<file path="src/rtl/light_pkg.sv">
// Shared definitions for the light selector blocks.
// Contents: FSM state enum, default parameter values, and a one-hot helper
// that maps an index to a light pattern. An index outside the light range
// maps to bit 0.
package light_pkg;

  typedef enum logic {
    IDLE,
    SHOW
  } light_state_t;

  localparam int unsigned LIGHT_NUM_LIGHTS = 16;
  localparam int unsigned LIGHT_IDX_W      = 4;
  localparam int unsigned LIGHT_TIMER_W    = 26;
  localparam int unsigned LIGHT_MAX        = 32;

  // Returns the pattern at the widest supported size. Callers truncate it to
  // their own light count.
  function automatic logic [LIGHT_MAX-1:0] onehot(input int unsigned idx,
                                                  input int unsigned n);
    logic [LIGHT_MAX-1:0] base;
    base = {{(LIGHT_MAX-1){1'b0}}, 1'b1};
    if (idx < n) onehot = base << idx;
    else         onehot = base;
  endfunction

endpackage

</file>
<file path="src/rtl/light_select_timed_if.sv">
// Interface that bundles the control, switch and light signals of
// light_select_timed.
//   master: drives start/rnd/hold_cycles/off/sw and observes the results.
//   slave : the selector itself.
// When LIGHT_SCORE_COUNT_EN is defined, the interface also carries the
// hit_count and miss_count score counters.
interface light_select_timed_if #(
  parameter int unsigned NUM_LIGHTS = 16,
  parameter int unsigned IDX_W      = 4,
  parameter int unsigned TIMER_W    = 26
);
  logic                  start;
  logic [IDX_W-1:0]      rnd;
  logic [TIMER_W-1:0]    hold_cycles;
  logic                  off;
  logic [NUM_LIGHTS-1:0] sw;
  logic [NUM_LIGHTS-1:0] out;
  logic                  busy;
  logic                  hit;
  logic                  miss;
`ifdef LIGHT_SCORE_COUNT_EN
  logic [7:0]            hit_count;
  logic [7:0]            miss_count;
`endif

  modport master (
    output start, rnd, hold_cycles, off, sw,
`ifdef LIGHT_SCORE_COUNT_EN
    input  hit_count, miss_count,
`endif
    input  out, busy, hit, miss
  );

  modport slave (
    input  start, rnd, hold_cycles, off, sw,
`ifdef LIGHT_SCORE_COUNT_EN
    output hit_count, miss_count,
`endif
    output out, busy, hit, miss
  );
endinterface

</file>
<file path="src/rtl/light_onehot_dec.sv">
// Combinational index-to-one-hot decoder. An index outside the light range
// selects bit 0.
//   i_idx    : index to decode
//   o_onehot : NUM_LIGHTS-bit one-hot pattern
module light_onehot_dec
  import light_pkg::*;
#(
  parameter int unsigned NUM_LIGHTS = LIGHT_NUM_LIGHTS,
  parameter int unsigned IDX_W      = LIGHT_IDX_W
) (
  input  logic [IDX_W-1:0]      i_idx,
  output logic [NUM_LIGHTS-1:0] o_onehot
);
  always_comb begin
    o_onehot = NUM_LIGHTS'(onehot(32'(i_idx), NUM_LIGHTS));
  end
endmodule

</file>
<file path="src/rtl/light_select_timed.sv">
// Timed one-hot light selector.
// On start (in IDLE), the block latches the target from rnd and shows it on
// the lights for hold_cycles cycles; a value of 0 counts as 1. While the
// light is shown, it reports a one-cycle hit pulse on a rising edge of the
// target switch. It reports a one-cycle miss pulse on any other rising
// switch edge, or when the window times out. The off input blanks the lights
// and freezes the round.
//   clk, reset : clock and asynchronous active-high reset
//   bus        : light_select_timed_if.slave
//                (start, rnd, hold_cycles, off, sw -> out, busy, hit, miss)
// The optional macro LIGHT_SCORE_COUNT_EN adds the saturating 8-bit counters
// hit_count and miss_count. Only reset clears them.
module light_select_timed
  import light_pkg::*;
#(
  parameter int unsigned NUM_LIGHTS = LIGHT_NUM_LIGHTS,
  parameter int unsigned IDX_W      = LIGHT_IDX_W,
  parameter int unsigned TIMER_W    = LIGHT_TIMER_W
) (
  input logic                   clk,
  input logic                   reset,
  light_select_timed_if.slave   bus
);
  light_state_t          r_state;
  logic [NUM_LIGHTS-1:0] r_pattern;
  logic [NUM_LIGHTS-1:0] r_sw_prev;
  logic [TIMER_W-1:0]    r_timer;
  logic                  r_hit;
  logic                  r_miss;

  logic [NUM_LIGHTS-1:0] w_target_oh;
  logic [NUM_LIGHTS-1:0] w_rise;
  logic                  w_wrong;
  logic                  w_right;
  logic [TIMER_W-1:0]    w_timer_init;

  light_onehot_dec #(
    .NUM_LIGHTS (NUM_LIGHTS),
    .IDX_W      (IDX_W)
  ) u_dec (
    .i_idx    (bus.rnd),
    .o_onehot (w_target_oh)
  );

  // The latched index is stored directly as its one-hot mask. The same
  // register both drives the lights and splits rising edges into correct
  // and wrong ones.
  always_comb begin
    w_rise       = bus.sw & ~r_sw_prev;
    w_wrong      = |(w_rise & ~r_pattern);
    w_right      = |(w_rise & r_pattern);
    w_timer_init = (bus.hold_cycles == '0) ? TIMER_W'(1) : bus.hold_cycles;
  end

  always_ff @(posedge clk or posedge reset) begin
    if (reset) begin
      r_state   <= IDLE;
      r_pattern <= '0;
      r_sw_prev <= '0;
      r_timer   <= '0;
      r_hit     <= 1'b0;
      r_miss    <= 1'b0;
    end else begin
      r_sw_prev <= bus.sw;
      r_hit     <= 1'b0;
      r_miss    <= 1'b0;
      case (r_state)
        IDLE: begin
          if (bus.start) begin
            r_pattern <= w_target_oh;
            r_timer   <= w_timer_init;
            r_state   <= SHOW;
          end
        end
        SHOW: begin
          if (!bus.off) begin
            if (w_wrong) begin
              r_miss  <= 1'b1;
              r_state <= IDLE;
            end else if (w_right) begin
              r_hit   <= 1'b1;
              r_state <= IDLE;
            end else if (r_timer == TIMER_W'(1)) begin
              r_miss  <= 1'b1;
              r_state <= IDLE;
            end else begin
              r_timer <= r_timer - TIMER_W'(1);
            end
          end
        end
        default: r_state <= IDLE;
      endcase
    end
  end

  // off blanks the lights in the same cycle, without touching the round state.
  always_comb begin
    bus.out  = (r_state == SHOW && !bus.off) ? r_pattern : '0;
    bus.busy = (r_state == SHOW);
    bus.hit  = r_hit;
    bus.miss = r_miss;
  end

`ifdef LIGHT_SCORE_COUNT_EN
  logic [7:0] r_hit_count;
  logic [7:0] r_miss_count;

  always_ff @(posedge clk or posedge reset) begin
    if (reset) begin
      r_hit_count  <= '0;
      r_miss_count <= '0;
    end else begin
      if (r_hit && r_hit_count != 8'hFF)   r_hit_count  <= r_hit_count + 8'd1;
      if (r_miss && r_miss_count != 8'hFF) r_miss_count <= r_miss_count + 8'd1;
    end
  end

  always_comb begin
    bus.hit_count  = r_hit_count;
    bus.miss_count = r_miss_count;
  end
`endif

endmodule

</file>
<file path="src/flat_wrapper.sv">
// flat-port wrapper written by rule: the top's interface ports become plain ports
module light_select_timed_flat import light_pkg::*;
#(
  parameter int unsigned NUM_LIGHTS = LIGHT_NUM_LIGHTS,
  parameter int unsigned IDX_W      = LIGHT_IDX_W,
  parameter int unsigned TIMER_W    = LIGHT_TIMER_W
)
  (clk, reset, bus_start, bus_rnd, bus_hold_cycles, bus_off, bus_sw, bus_out, bus_busy, bus_hit, bus_miss);
  light_select_timed_if #(.NUM_LIGHTS(NUM_LIGHTS), .IDX_W(IDX_W), .TIMER_W(TIMER_W)) bus_i ();
  input logic clk;
  input logic reset;
  input wire logic [$bits(bus_i.start)-1:0] bus_start;
  input wire logic [$bits(bus_i.rnd)-1:0] bus_rnd;
  input wire logic [$bits(bus_i.hold_cycles)-1:0] bus_hold_cycles;
  input wire logic [$bits(bus_i.off)-1:0] bus_off;
  input wire logic [$bits(bus_i.sw)-1:0] bus_sw;
  output wire logic [$bits(bus_i.out)-1:0] bus_out;
  output wire logic [$bits(bus_i.busy)-1:0] bus_busy;
  output wire logic [$bits(bus_i.hit)-1:0] bus_hit;
  output wire logic [$bits(bus_i.miss)-1:0] bus_miss;
  assign bus_i.start = bus_start;
  assign bus_i.rnd = bus_rnd;
  assign bus_i.hold_cycles = bus_hold_cycles;
  assign bus_i.off = bus_off;
  assign bus_i.sw = bus_sw;
  assign bus_out = bus_i.out;
  assign bus_busy = bus_i.busy;
  assign bus_hit = bus_i.hit;
  assign bus_miss = bus_i.miss;
  light_select_timed #(.NUM_LIGHTS(NUM_LIGHTS), .IDX_W(IDX_W), .TIMER_W(TIMER_W)) u_core (.clk(clk), .reset(reset), .bus(bus_i));
endmodule
</file>
<file path="config.mk">
export PLATFORM = sky130hd
export DESIGN_NAME = light_select_timed_flat
export DESIGN_NICKNAME = d
export VERILOG_FILES = /design/src/rtl/light_pkg.sv /design/src/rtl/light_select_timed_if.sv /design/src/rtl/light_onehot_dec.sv /design/src/rtl/light_select_timed.sv /design/src/flat_wrapper.sv
export SDC_FILE = /design/constraint.sdc
export NUM_CORES = 1
export LEC_CHECK = 0
export BUFFER_PORTS_ARGS = -buffer_cell sky130_fd_sc_hd__buf_2
export CORE_UTILIZATION = 55
export DETAILED_ROUTE_END_ITERATION = 7
export PLACE_DENSITY = 0.83
export SYNTH_ARGS = -nofsm -noshare
export SYNTH_HDL_FRONTEND = slang
export SYNTH_HIERARCHICAL = 1
export SYNTH_SLANG_ARGS = --single-unit
export TNS_END_PERCENT = 5
</file>
<file path="constraint.sdc">
create_clock -name clk -period 2.95 [get_ports clk]
set_input_delay 0.1475 -clock clk [delete_from_list [all_inputs] [get_ports clk]]
set_output_delay 0.1475 -clock clk [all_outputs]
set_load 0.05 [all_outputs]
</file>
* Yosys cells after proc, flatten, opt, wreduce, memory -nomap -nowiden *
Index checks and enable logic that the tools add are counted.

cells by class
  add/subtract/negate cells = 1
  eq/ne operators = 6
  shift-type cells = 1
  multiplexer cells = 23
  bitwise operators = 6
  reductions and logical operators = 7

operators with widths
  operator                                              number
  2-to-1 mux 26 bit                                     6
  one-hot mux 26 bit (2 select lines)                   1
  bitwise AND 16 bit                                    3
  inverter 16 bit                                       2
  OR reduction 16 bit                                   2
  equality test 26 x 1 -> 1 bit, second input constant  1
  zero test 26 bit                                      1
  subtractor 26 x 1 -> 26 bit, second input constant    1
  2-to-1 mux 16 bit                                     1
  << shifter 1 x 4 -> 16 bit, first input constant      1
  2-to-1 mux 1 bit                                      14
  != test 2 bit, second input constant                  5
  AND reduction 5 bit                                   1
  one-hot mux 1 bit (2 select lines)                    1
  AND reduction 2 bit                                   1
  logical AND 1 bit                                     1
  zero test 1 bit                                       1
  inverter 1 bit                                        1

word-level totals
  register bits = 61
  input bits = 50
  output and inout port bits = 19

* Depth between registers and ports, before layout *
  depth after elaboration = 8
  gate-level depth with buffers = 9
  mapped depth without buffers = 8

* Modules after synthesis *
The synthesis kept the hierarchy.

modules (own cells, without submodules)
  module              instances  cells each  area each (µm²)  sequential area each (µm²)
  light_select_timed  1          387         3398.3           1526.5
  light_onehot_dec    1          20          226.5            0.0

* Worst setup path after synthesis *
No wires, ideal clock.

  path type = register to register
  start = reg u_core.r_timer[10]
  end = reg u_core.r_timer[2]
  setup time = 0.120 ns
  arrival time = 2.333 ns
  required time = 2.830 ns
  setup slack = 0.497 ns
  cell stages (with the launch flop) = 9
  buffers on the path = 2
  cell sequence = dfrtp_1 or4_1 buf_2 or3_4 nor4_4 nor4_4 clkbuf_8 a32o_1 a31o_1

between the ends
  word-level cells in the longest chain between the ends = 3

RTL lines
  what                                  RTL line                  RTL
  from (decl)                           light_select_timed.sv:27  logic [TIMER_W-1:0] r_timer;
  from (signal assigned)                light_select_timed.sv:71  r_timer <= w_timer_init;
  from (signal assigned)                light_select_timed.sv:87  r_timer <= r_timer - TIMER_W'(1);
  equality test 26 x 1 -> 1 bit         light_select_timed.sv:83  end else if (r_timer == TIMER_W'(1)) begin
  != test 2 bit (no source line)        n/a
  AND reduction 5 bit (no source line)  n/a

No other way between the ends.
A chain may end at the register's enable or synchronous reset.

* Worst setup path after layout *
  start = in bus_sw[7]
  end = reg u_core.r_timer[25]

between the ends
  word-level cells in the longest chain between the ends = 5
  elaborated cells on any way between the ends = 8

RTL lines
  what                                           RTL line                                            RTL
  from (decl)                                    flat_wrapper.sv:16                                  input wire logic [$bits(bus_i.sw)-1:0] bus_sw;
  bitwise AND 16 bit (*)                         light_select_timed.sv:49                            w_rise = bus.sw & ~r_sw_prev;
  bitwise AND 16 bit, on equally long branches   light_select_timed.sv:50, light_select_timed.sv:51
  OR reduction 16 bit, on equally long branches  light_select_timed.sv:50, light_select_timed.sv:51
  != test 2 bit (no source line)                 n/a
  AND reduction 5 bit (no source line) (*)       n/a

Mark *: on every way between the ends. The rest lies on a longest branch, timed or not.

==> implementation parameters <==
Parameter                              Value

Final layout
  Share of final-layout standard cells stronger than drive strength 1 ... 0.234
  Post-route non-filler standard cell count ... 573
  Cell area after layout ... 4440 µm²
  Net count reported at finish ... 543
  Count of inserted antenna diode cells ... 0
  Commonest non-fill, non-tap cell in the layout ... nand2_1
  Commonest cells after routing, fill and taps aside ... 70 x nand2_1, 68 x buf_2, 61 x dfrtp_1
  Layout overhead on the synthesized area ... 22.4%

Global route
  Initial antenna violation count ... 0
  Maximum number of pins on one net before global-route repair ... 41
  Final global-route overflow total ... 0
  Global-route wire length before repair ... 16300 µm
  Global router's overall resource usage ... 0.298
  Number of global-route vias before repair ... 3380

Worst setup path
  Worst setup path class ... in2reg
  CP required ... 3200 ps
  Peak fanout along the critical path ... 6
  Arrival time of the worst setup path ... 3100 ps
  CP max stage cell ... nor3_1
  Stage delay of the slowest cell on the critical path ... 770 ps
  Cell-by-cell trace of the critical path ... dlygate4sd3_1 > buf_2 > nand3b_1 > nand4_1 > or4_4 > nor3_1 > nand4_1 > nor3b_1 > nor3_1
  Endpoint class of the critical path ... flop
  Launching element type of the critical path ... input port

STA
  Maximum achievable frequency ... 350 MHz
  Final worst slack ... 94.0 ps
  Skew final ... 7.22 ps
  Period utilization ... 0.968
  Number of setup violations in the final report ... 0
  Tightest Pin Transition ... 906 ps
  RSZ-0062 raised after global routing ... no
  Tightest slew margin relative to the limit ... 0.391
  Shortest period the worst path allows ... 2860 ps
  Final count of hold timing violations ... 0
  Pins Over Slew Limit ... 0
  Sum Neg Setup Slack ... 0 ps

Route
  Initial DRC Count ... 314
  Post-DR vias/cell ... 6.25
  Count of vias placed by the detailed router ... 3584
  Detailed-routing iteration count for the pre-antenna-repair pass ... 5
  DRC viols ... 0
  Final Routed Wirelength ... 10000 µm
  Residual antenna-violating net count after detailed routing ... 0
  Average wire per standard cell ... 17.5 µm

Clock tree
  Reg clk slew, reported paths ... 70 ps
  Sink Count ... 61
  Clock tree from TritonCTS ... done
  Worst skew pair latency ... 340 ps
  Max Root-Sink Buffers ... 2
  Clock root buffer ... clkbuf_8
  Number of buffers inserted during clock tree synthesis ... 9
  Deepest level of the CTS H-tree ... 3

Floorplan
  Die span in x ... 83.2 µm
  IO Pins ... 69
  Core Box Area ... 6350 µm²
  Die Y ... 83.2 µm
  Effective utilization at floorplan ... 0.571
  Count of standard-cell rows ... 29
  Total Die Area ... 6920 µm²

Logic synthesis
  Flip-flop and latch count after synthesis ... 61
  Most used flip-flop cell after synthesis ... dfrtp_1
  Gate count of the mapped netlist ... 407
  Synthesized netlist net count ... 459
  Count of flip-flops with a built-in enable after synthesis ... 0
  Cell area after synthesis ... 3620 µm²
  Seq/Total Area, Yosys ... 0.421
  Share of async-settable or async-resettable flops after synthesis ... 1.00
  Post-Syn Area per Cell ... 8.91 µm²
  Unique masters post-synth ... 52
  Synth warnings ... 6

Min path
  Path category of the worst min-delay check ... in2reg

Placed design
  Routability congestion estimate ... 0.928
  HPWL after detailed placement ... 6650 µm
  Dpl cell area ... 4010 µm²
  Placed Instances ... 538
  Worst setup slack after placement ... 243 ps
  Count of buffers from port buffering ... 68

Power
  Power Density ... 572 nW/µm²
  Highest ir drop seen on vdd ... 0.341 mV
  Leakage power summed over all cells ... 1.96 nW

Outcome
  Outcome ... finished clean

Job
  Number of max-cap violations ... 0
[cell families (layout without fill, tap and decap cells)]
| family | count (synthesis) | count (layout) | synth area share |
|---|---|---|---|
| XOR/XNOR | 4 | 4 | 0.00966 |
| flip-flops | 61 | 61 | 0.421 |
| multiplexers | 2 | 2 | 0.00552 |
| AO/OA/AOI/OAI | 59 | 59 | 0.109 |
| buffers and inverters | 30 | 118 | 0.0387 |
| AND/OR/NAND/NOR | 249 | 250 | 0.409 |
| adder cells (fa/ha/maj) | 2 | 2 | 0.00690 |
[through the flow]
| step | power, mW | utilization | hold slack [ps] |
|---|---|---|---|
| after floorplan | 1.48 | - | 179 |
| after global routing | 2.67 | 0.699 | 91.2 |
| after global placement | 1.64 | 0.632 | 190 |
| after detailed placement | 1.66 | 0.632 | 191 |
| final | 2.54 | 0.699 | 82.7 |
| after CTS | 2.53 | 0.694 | 72.4 |
[worst paths after layout]
check | from | to | slack (ps) | depth (start not counted)
setup / recovery | bus_sw[7] | u_core/r_timer[25]$_DFFE_PP0P_ | 90 | 9
hold / removal | bus_hold_cycles[5] | u_core/r_timer[5]$_DFFE_PP0P_ | 80 | 3
setup reg to reg | u_core/r_timer[10]$_DFFE_PP0P_ | u_core/r_timer[25]$_DFFE_PP0P_ | 180 | 7
hold reg to reg | u_core/r_pattern[10]$_DFFE_PP0P_ | u_core/r_pattern[10]$_DFFE_PP0P_ | 540 | 2
max in group asynchronous | reset | u_core/r_timer[1]$_DFFE_PP0P_ | 1700 | 4
min in group asynchronous | reset | u_core/bus.miss$_DFF_PP0_ | 360 | 3
[worst max-delay path: cells and delay by family]
kind / cells / cell delay, ps
and+or+nand+nor: 7 / 2250
buffers and inverters: 2 / 710
[cells in the mapped netlist (2+ instances only)]
cell type	number	area share
and4b_1	4	0.011
a211oi_1	6	0.012
nor3b_1	23	0.048
o21ai_0	7	0.0097
o22a_1	2	0.0048
o32ai_1	7	0.017
nor4b_2	4	0.017
inv_1	8	0.0083
nand3_1	10	0.014
nand2_1	70	0.072
and4bb_2	6	0.021
a32o_1	2	0.0055
o21a_1	2	0.0041
or4_1	2	0.0041
nor3_1	16	0.022
and3_1	7	0.012
buf_2	2	0.0028
buf_4	4	0.0083
nand4_1	11	0.019
dfrtp_1	61	0.42
nand2b_1	4	0.0069
or4_4	2	0.0062
ha_1	2	0.0069
o22ai_1	6	0.010
or3_4	2	0.0062
nand3b_1	17	0.035
and2_1	17	0.029
xor2_1	4	0.0097
clkbuf_1	14	0.014
nor4_1	12	0.021
nor2b_1	2	0.0035
a21oi_1	18	0.025
nor2_1	32	0.033
mux2i_1	2	0.0055
nor4_4	2	0.012
[where the power goes]
| group | switching [mW] | internal (mW) | leakage (nW) |
|---|---|---|---|
| registers | 0.147 | 0.963 | 0.745 |
| clock network | 0.325 | 0.519 | 0.116 |
| logic | 0.348 | 0.236 | 1.10 |
| total | 0.819 | 1.72 | 1.96 |
[sequential cells by signal (all words and copies together), names as in the netlist]
signal	count
u_core/r_pattern	16
u_core/bus.miss	1
u_core/r_timer	26
u_core/r_sw_prev	16
u_core/bus.busy	1
u_core/bus.hit	1
[area by class of cell]
cell class	count	area, µm²
timing repair buffer	94	578
tap	77	96.3
clock inverter	4	70.1
sequential	61	1530
multi-input combinational	317	1980
inverter	8	30.0
fill	488	1910
clock buffer	12	155
[routing by layer]
metal  vias up  track usage  part of all wire
met5         -            0                 0
met4         0        0.110             0.026
met3        36       0.0706             0.075
met2       187        0.471              0.47
met1      1710        0.401              0.43
li1       1651            -                 -
[what timing repair did]
action / 4_1_cts / 5_1_grt
hold buffers: 17 / 0
setup buffers: 0 / 1
endpoints found under the setup margin: 0 / 7
endpoints found under the hold margin: 37 / 0
resized for setup: 0 / 2
Power figures use the tool's default switching activity.
